==> src/rtl/gas_station_pkg.sv <==
// Shared constants for the gas station pump meter: FSM encoding and defaults.
package gas_station_pkg;

  typedef logic [1:0] meter_state_t;

  // Kept as plain constants so legacy tools that read METER_STATE see fixed codes
  localparam logic [1:0] ST_IDLE    = 2'd0;
  localparam logic [1:0] ST_PUMPING = 2'd1;
  localparam logic [1:0] ST_FULL    = 2'd2;
  localparam logic [1:0] ST_DONE    = 2'd3;

  localparam int         DEF_VOL_W      = 12;
  localparam int         DEF_COST_W     = 16;
  localparam logic [7:0] DEF_PRICE_UNL  = 8'd3;
  localparam logic [7:0] DEF_PRICE_PREM = 8'd4;

endpackage

==> src/rtl/meter_accum.sv <==
// Volume/cost accumulator with the end-of-sale limit and overflow compare.
module meter_accum #(
  parameter int VOL_W  = 12,
  parameter int COST_W = 16
) (
  input  logic              clk,
  input  logic              rst,
  input  logic              clr_i,
  input  logic              add_i,
  input  logic [7:0]        price_i,
  input  logic [COST_W-1:0] prepaid_i,
  output logic [VOL_W-1:0]  volume_o,
  output logic [COST_W-1:0] cost_o,
  output logic              limit_hit_o
);

  localparam logic [VOL_W-1:0] VOL_MAX = '1;

  logic [VOL_W-1:0]  vol_q, vol_d;
  logic [COST_W-1:0] cost_q, cost_d;
  logic [COST_W+1:0] cost_after2;

  // Volume/cost after accepting the pulse being offered this cycle
  assign vol_d  = vol_q + VOL_W'(1);
  assign cost_d = cost_q + COST_W'(price_i);

  // New cost plus one more price: decides whether another pulse could be sold.
  // Two extra bits so the sum can never wrap while it is compared.
  assign cost_after2 = (COST_W+2)'(cost_q) + (COST_W+2)'({price_i, 1'b0});

  // Sale must end after this pulse: volume saturates, credit exhausted, or cost would overflow
  assign limit_hit_o = (vol_d == VOL_MAX)
                    || ((prepaid_i != '0) && (cost_after2 > (COST_W+2)'(prepaid_i)))
                    || (cost_after2[COST_W+1:COST_W] != 2'b00);

  // Counters clear on sale start and step once per accepted flow pulse
  always_ff @(posedge clk) begin
    if (rst) begin
      vol_q  <= '0;
      cost_q <= '0;
    end else if (clr_i) begin
      vol_q  <= '0;
      cost_q <= '0;
    end else if (add_i) begin
      vol_q  <= vol_d;
      cost_q <= cost_d;
    end
  end

  assign volume_o = vol_q;
  assign cost_o   = cost_q;

endmodule

==> src/rtl/gas_pump_meter.sv <==
// Pump meter: runs the pump during a delivery, meters fuel, and signals TANKFULL.
module gas_pump_meter
  import gas_station_pkg::*;
#(
  parameter int         VOL_W      = DEF_VOL_W,
  parameter int         COST_W     = DEF_COST_W,
  parameter logic [7:0] PRICE_UNL  = DEF_PRICE_UNL,
  parameter logic [7:0] PRICE_PREM = DEF_PRICE_PREM
) (
  input  logic              clock,
  input  logic              reset,
  input  logic              DELIVERGAS,
  input  logic              UNLEADED,
  input  logic [COST_W-1:0] PREPAID,
  input  logic              FLOW_PULSE,
  input  logic              TANK_SENSOR,
  input  logic              EMERGENCY_STOP,
  output logic              PUMP_ON,
  output logic              TANKFULL,
  output logic [VOL_W-1:0]  VOLUME,
  output logic [COST_W-1:0] COST,
  output logic              SALE_DONE,
  output logic              ABORTED,
  output logic [1:0]        METER_STATE
);

  meter_state_t      state_q, state_d;
  logic              dg_q;
  logic              aborted_q, aborted_d;
  logic [7:0]        price_q, price_d;
  logic [COST_W-1:0] prepaid_q, prepaid_d;
  logic              acc_clr, acc_add, limit_hit;
  logic              start;
  logic [7:0]        price_sel;

  assign start     = DELIVERGAS && !dg_q;
  assign price_sel = UNLEADED ? PRICE_UNL : PRICE_PREM;

  // Next-state and sale bookkeeping; terminations in PUMPING are priority ordered
  always_comb begin
    state_d   = state_q;
    aborted_d = aborted_q;
    price_d   = price_q;
    prepaid_d = prepaid_q;
    acc_clr   = 1'b0;
    acc_add   = 1'b0;
    case (state_q)
      ST_IDLE: begin
        if (start) begin
          price_d   = price_sel;
          prepaid_d = PREPAID;
          aborted_d = 1'b0;
          acc_clr   = 1'b1;
          // Credit too small for even one unit: finish without running the pump
          if ((PREPAID != '0) && (PREPAID < COST_W'(price_sel))) state_d = ST_FULL;
          else                                                   state_d = ST_PUMPING;
        end
      end
      ST_PUMPING: begin
        if (EMERGENCY_STOP) begin
          state_d   = ST_FULL;
          aborted_d = 1'b1;
        end else if (!DELIVERGAS) begin
          state_d   = ST_DONE;
          aborted_d = 1'b1;
        end else if (TANK_SENSOR) begin
          state_d = ST_FULL;
        end else if (FLOW_PULSE) begin
          acc_add = 1'b1;
          if (limit_hit) state_d = ST_FULL;
        end
      end
      ST_FULL: begin
        if (!DELIVERGAS) state_d = ST_DONE;
      end
      default: state_d = ST_IDLE;
    endcase
  end

  // State registers; edge detector loads the live level during reset so a
  // command held high across reset is not mistaken for a new start
  always_ff @(posedge clock) begin
    if (reset) begin
      state_q   <= ST_IDLE;
      dg_q      <= DELIVERGAS;
      aborted_q <= 1'b0;
      price_q   <= '0;
      prepaid_q <= '0;
    end else begin
      state_q   <= state_d;
      dg_q      <= DELIVERGAS;
      aborted_q <= aborted_d;
      price_q   <= price_d;
      prepaid_q <= prepaid_d;
    end
  end

  meter_accum #(.VOL_W(VOL_W), .COST_W(COST_W)) u_accum (
    .clk         (clock),
    .rst         (reset),
    .clr_i       (acc_clr),
    .add_i       (acc_add),
    .price_i     (price_q),
    .prepaid_i   (prepaid_q),
    .volume_o    (VOLUME),
    .cost_o      (COST),
    .limit_hit_o (limit_hit)
  );

  assign PUMP_ON     = (state_q == ST_PUMPING);
  assign TANKFULL    = (state_q == ST_FULL);
  assign SALE_DONE   = (state_q == ST_DONE);
  assign ABORTED     = aborted_q;
  assign METER_STATE = state_q;

endmodule

==> config.mk <==
export PLATFORM = sky130hd
export DESIGN_NAME = gas_pump_meter
export DESIGN_NICKNAME = d
export VERILOG_FILES = /design/src/rtl/gas_station_pkg.sv /design/src/rtl/meter_accum.sv /design/src/rtl/gas_pump_meter.sv
export SDC_FILE = /design/constraint.sdc
export NUM_CORES = 1
export LEC_CHECK = 0
export ABC_AREA = 1
export BUFFER_PORTS_ARGS = -buffer_cell sky130_fd_sc_hd__buf_2
export CORE_AREA = 2 2 90 92
export DETAILED_ROUTE_END_ITERATION = 7
export DIE_AREA = 0 0 92 94
export PLACE_DENSITY = 0.81
export SLEW_MARGIN = 0
export SYNTH_ARGS = -nofsm -noshare
export SYNTH_HDL_FRONTEND = slang
export SYNTH_HIERARCHICAL = 1
export SYNTH_SLANG_ARGS = --single-unit
==> constraint.sdc <==
create_clock -name clock -period 3.5 [get_ports clock]
set_input_delay 0.35 -clock clock [delete_from_list [all_inputs] [get_ports clock]]
set_output_delay 0.35 -clock clock [all_outputs]
set_load 0.05 [all_outputs]
## After elaboration in Yosys (flattened, before gate mapping)

Index checks and enable logic that the tools add are counted.

| cells by class | value |
|---|---|
| $add $sub $neg | 3 |
| multipliers | 0 |
| div/mod/pow operators | 0 |
| magnitude comparators | 2 |
| eq/ne operators | 9 |
| shifts and indexed selects | 0 |
| multiplexer cells | 21 |
| bitwise operators | 0 |
| reductions and logical operators | 15 |

Operators with widths:

| cell | number |
|---|---|
| nonzero test 16 bit | 2 |
| > comparator 18 x 16 -> 1 bit | 1 |
| adder 16 x 9 -> 17 bit | 1 |
| adder 16 x 8 -> 16 bit | 1 |
| less-than comparator 16 x 3 -> 1 bit | 1 |
| 2-to-1 mux 2 bit | 8 |
| adder 12 x 1 -> 12 bit (second input constant) | 1 |
| == test 12 bit (second input constant) | 1 |
| 2-to-1 mux 1 bit | 10 |
| case mux 2 bit (3 select lines) | 1 |
| != test 5 x 4 -> 1 bit (second input constant) | 1 |
| != test 5 bit (second input constant) | 1 |
| == test 2 bit (second input constant) | 2 |
| != test 2 bit (second input constant) | 2 |
| AND reduction 4 bit | 1 |
| nonzero test 2 bit | 2 |
| logical AND 1 bit | 3 |
| 2-to-1 mux 3 bit | 1 |
| != test 3 bit (second input constant) | 1 |
| AND reduction 3 bit | 1 |
| == test 2 x 1 -> 1 bit (second input constant) | 1 |
| zero test 2 bit | 1 |
| logical OR 1 bit | 2 |
| case mux 1 bit (2 select lines) | 1 |
| other kinds (3) | 3 |

| word-level totals | value |
|---|---|
| register bits after elaboration | 56 |
| bits in latches | 0 |
| bits in writable memories | 0 |
| ROM bits | 0 |
| output and inout bits | 34 |
| memories kept | 0 |

## Logic depth before layout (Yosys ltp)

| depth | value |
|---|---|
| depth in word-level cells | 11 |
| mapped depth | 24 |

## Cells and area by module

The synthesis kept the hierarchy.

Modules (own cells, without submodules):

| module | times used | cells an instance | area each (µm²) | sequential area each (µm²) |
|---|---|---|---|---|
| meter_accum | 1 | 422 | 2741.4 | 560.5 |
| gas_pump_meter | 1 | 146 | 1029.7 | 440.4 |

## Worst setup path after synthesis

OpenSTA, ideal clock, no wires.

| timing | value |
|---|---|
| kind | register -> register |
| start point | register u_accum.cost_q[1], in the netlist u_accum/cost_o[1] |
| end point | register state_q[0], in the netlist METER_STATE[0] |
| setup time | 0.132 ns |
| data arrival time | 3.288 ns |
| path slack | 0.080 ns |
| cell stages (with the launch flop) | 22 |
| path buffers | 0 |
| period minus slack after synthesis | 3.420 ns |
| path through | dfxtp_1 -> ha_1 -> inv_1 -> fa_1 -> o21ai_2 -> a21oi_2 -> o21ai_2 -> nand2_1 -> xnor2_1 -> ha_1 -> inv_1 -> nor3_1 -> nand4_1 -> o21a_1 -> nand2_1 -> nand2_1 -> nand2_1 -> nand2_1 -> nand2_1 -> nor2_1 -> nand2_1 -> a21oi_1 |

| on the way | value |
|---|---|
| longest elaborated chain between the ends | 7 |
| elaborated cells on any way between the ends | 8 |
| classes of those cells | add/sub (1); order compare (1); eq/ne (1); reduce/logical (5) |

Ends and longest elaborated chain:

| what | line | text |
|---|---|---|
| from (decl) | meter_accum.sv:20 | `logic [COST_W-1:0] cost_q, cost_d;` |
| from (signal assigned) | meter_accum.sv:46 | `cost_q <= cost_d;` |
| adder 16 x 9 -> 17 bit (*) | meter_accum.sv:29 | `assign cost_after2 = (COST_W+2)'(cost_q) + (COST_W+2)'({price_i, 1'b0});` |
| > comparator 18 x 16 -> 1 bit | meter_accum.sv:33 | `\|\| ((prepaid_i != '0) && (cost_after2 > (COST_W+2)'(prepaid_i)))` |
| logical AND 1 bit | meter_accum.sv:33 |  |
| logical OR 1 bit | meter_accum.sv:33 |  |
| logical OR 1 bit (*) | meter_accum.sv:34 | `\|\| (cost_after2[COST_W+1:COST_W] != 2'b00);` |
| via limit_hit | gas_pump_meter.sv:32 | `logic acc_clr, acc_add, limit_hit;` |
| != test 5 x 4 -> 1 bit (no source line) (*) | - |  |
| AND reduction 4 bit (no source line) (*) | - |  |
| to (signal assigned) | gas_pump_meter.sv:90 | `state_q <= state_d;` |
| to (decl) | gas_pump_meter.sv:27 | `meter_state_t state_q, state_d;` |

The timed path passes the listed nets; every way through them passes the cells marked *.
A chain may end at the register's enable or synchronous reset.

## Worst setup path after layout

| timing | value |
|---|---|
| start point | register price_q[1] |
| end point | register state_q[0], in the netlist METER_STATE[0] |

| on the way | value |
|---|---|
| longest elaborated chain between the ends | 7 |
| elaborated cells on any way between the ends | 8 |
| classes of those cells | add/sub (1); order compare (1); eq/ne (1); reduce/logical (5) |

Ends and longest elaborated chain:

| what | line | text |
|---|---|---|
| from (decl) | gas_pump_meter.sv:30 | `logic [7:0] price_q, price_d;` |
| from (signal assigned) | gas_pump_meter.sv:93 | `price_q <= price_d;` |
| adder 16 x 9 -> 17 bit (*) | meter_accum.sv:29 |  |
| > comparator 18 x 16 -> 1 bit | meter_accum.sv:33 |  |
| logical AND 1 bit | meter_accum.sv:33 |  |
| logical OR 1 bit | meter_accum.sv:33 |  |
| logical OR 1 bit (*) | meter_accum.sv:34 |  |
| via limit_hit | gas_pump_meter.sv:32 |  |
| != test 5 x 4 -> 1 bit (no source line) (*) | - |  |
| AND reduction 4 bit (no source line) (*) | - |  |

Marks and branches as above.

==> summary.txt <==
Run status: finished clean
DR WL/cell: 12.0 microns
Root buf cell: clkbuf_8
Buffers on Ports: 56
Final setup TNS: 0 ns
Antenna viol nets, final: 0
Cell Area, Synth: 0.00377 sq mm
Clock Latency Late Sink: 0.31 ns
Cell count after synthesis: 568
Nets@finish: 694
Fmax: 314 MHz
Async set-reset flop share out of synthesis: 0
Final-report hold violation count: 0
GRT Overall Usage: 0.218
Fin crit share: 0.909
Pre-Repair DR Iteration Count: 4
Hold path depth: 1
RR Startpoint: price_q[1]$_SDFFE_PP0P_
Initial Utilization: 0.496
Worst VDD drop: 0.580 mV
WS Path Type: flop to flop
Slowest Stage Delay on Critical Path: 0.41 ns
Power per cell area: 389 mW/mm^2
Final non-filler cell total: 731
Number of global-route vias before repair: 3,535
Distinct cell type count after synthesis: 42
Min Clock Period, post-route: 3.18 ns
DR iter-0 viols: 182
FF/Latch Area: 0.00100 sq mm
Cts bufs inserted: 5
Core area: 0.00761 sq mm
Final WS setup: 0.317 ns
CTS tree: done
Clock slew at reported path FFs: 0.09 ns
Fin util: 0.565
Vias/cell: 5.09
Routability Congestion: 0.898
Top FF cell, synth: dfxtp_1
Row cnt: 32
Commonest cells after routing, fill and taps aside: nand2_1 (144), inv_1 (84), nor2_1 (56), buf_2 (56), a21oi_1 (53)
Cell Area, Placed: 0.00417 sq mm
Area of the multi-input gates: 0.00242 sq mm
Startpoint Class: flop
P_leak: 2.13 nW
Dpl hpwl: 6910 microns
Via count: 3,722
Fraction of layout cells with a size suffix above 1: 0.146
Max Root-Sink Buffers: 2
Commonest non-fill, non-tap cell in the layout: nand2_1
Post_cts resized: 0
Crit-path most repeated cell: nand2_1
Die Wd: 92 microns
R2r setup slk: 0.32 ns
Hold Path Sink: dg_q$_DFF_P_
Crit Path Max Fanout: 6
Largest net degree at the start of global routing: 37
DRT Wirelength: 8760 microns
Worst Path Required: 3.74 ns
Area Growth Syn to Fin: 14.0%
Htree depth: 2
Seq cells post-synth: 50
Post-synth EDFFs: 0
Initial antenna violation count: 0
Max stage delay cell, worst path: fa_1
Sink Count: 50
Final Skew: 0.00963 ns
Die ar.: 0.00865 sq mm
Worst path cell trace: ha_1, inv_1, fa_1, o21ai_2, a21oi_2, o21ai_4, nand2_1, xnor2_1, ha_1, inv_1, nor3_2, nand2_1, nand2_1, nand2_1, nand2_1, nand2_1, nand2_1, nand2_1, nand2_1, nand2_1, nor2_2, nand2_1, a21oi_1
FILL cells: 745
Die H: 94 microns
Max-slew headroom: 0.425
Critical path capture point type: flop
Hold_buf cts: 0
Worst slew pin tran: 0.860 ns
Congestion Overflow GR: 0
I/O Pins: 57
Drc violations: 0
Yosys warning count: 6
Diode count: 0
# setup viols final: 0
First-pass GRT wire length: 15,500 microns
Setup bufs post-CTS: 0
Final Cell Area: 0.00430 sq mm
Max Cap Viol: 0
Sequential share of the synthesized area: 0.265
Hold Crit Start: DELIVERGAS
Slew Limit Fails: 0
Synthesized area per cell: 6.64 sq um
R2R depth: 23
Unrepaired setup endpoints after global routing: no
Min-Delay Path Class: input pin to flop
Crit path DAT: 3.43 ns
Cells after DPL: 724
RR Endpoint: METER_STATE[0]$_SDFFE_PP0P_
Pre-CTS WS: 0.0953 ns
## area by class of cell
| type | instances | share of cell area |
|---|---|---|
| clock buffer | 6 | 0.0192 |
| clock inverter | 1 | 0.00699 |
| inverter | 89 | 0.0789 |
| multi-input combinational | 425 | 0.563 |
| sequential | 50 | 0.233 |
| tap | 102 | 0.0297 |
| timing repair buffer | 58 | 0.0687 |
## worst max path at each step
stage	start	cells after the start	slack, ns	to
final	price_q[1]$_SDFFE_PP0P_	23	0.32	METER_STATE[0]$_SDFFE_PP0P_
after CTS	price_q[1]$_SDFFE_PP0P_	23	0.11	METER_STATE[0]$_SDFFE_PP0P_
after global routing	price_q[1]$_SDFFE_PP0P_	23	0.01	METER_STATE[0]$_SDFFE_PP0P_
after floorplan	u_accum/cost_o[1]$_SDFFE_PP0P_	21	0.08	METER_STATE[0]$_SDFFE_PP0P_
after detailed placement	price_q[1]$_SDFFE_PP0P_	23	0.1	METER_STATE[0]$_SDFFE_PP0P_
after global placement	price_q[1]$_SDFFE_PP0P_	21	0.31	METER_STATE[0]$_SDFFE_PP0P_
## cell usage after synthesis (2+ instances only)
cell type	instances	area share
nor2_2	3	0.0050
o21bai_1	5	0.010
inv_1	84	0.084
ha_1	40	0.13
o21ai_2	3	0.0070
nand3_1	19	0.025
clkbuf_1	7	0.0070
a31oi_1	2	0.0033
o211ai_1	4	0.0080
dfxtp_1	50	0.27
inv_2	3	0.0030
nand2_1	144	0.14
nor2_1	57	0.057
buf_2	4	0.0053
nor4_1	5	0.0083
a21oi_1	53	0.070
o21ai_0	22	0.029
o21ai_1	2	0.0027
xor2_1	15	0.035
nand2_2	4	0.0066
nand4_1	10	0.017
nor3_1	3	0.0040
nor2_4	2	0.0060
o21a_1	3	0.0060
a21o_1	2	0.0040
xnor2_1	4	0.0093
nand3_2	2	0.0053
fa_1	2	0.011
## state kept, by name, summed over array words and instances (netlist names)
| register | count |
|---|---|
| ABORTED | 1 |
| price_q | 2 |
| prepaid_q | 16 |
| u_accum/volume_o | 12 |
| METER_STATE | 2 |
| dg_q | 1 |
| u_accum/cost_o | 16 |
## power breakdown
group	internal, mW	switching, mW
Sequential	0.613	0.0464
Combinational	0.192	0.399
Clock	0.229	0.193
Total	1.03	0.638
## critical path, delay by kind of cell, from the launching register on
family | cells | cell delay (ns)
compound gates | 4 | 0.60
xor+xnor | 1 | 0.13
fa+ha+maj | 3 | 0.86
buf+inv | 2 | 0.10
flops | 1 | 0.39
simple gates | 13 | 1.03
## layer usage
metal | vias up | global-route usage | part of all wire
li1 | 1938 | - | -
met1 | 1676 | 0.269 | 0.43
met2 | 94 | 0.389 | 0.49
met3 | 14 | 0.0329 | 0.054
met4 | 0 | 0.0697 | 0.020
met5 | - | 0 | 0
## kinds of logic after synthesis
logic type	after synthesis	synth area share
fa+ha+maj	42	0.143
xor+xnor	19	0.0441
simple gates	255	0.292
other cells	1	0.000994
buf+inv	102	0.107
flops	50	0.265
compound gates	99	0.147
## metrics by stage
stage,hold slack (ns),power (mW)
after global placement,0.469,1.23
after detailed placement,0.473,1.25
after floorplan,0.378,1.13
after global routing,0.175,1.78
after CTS,0.173,1.68
final,0.185,1.67
(Power assumes the default switching activity.)
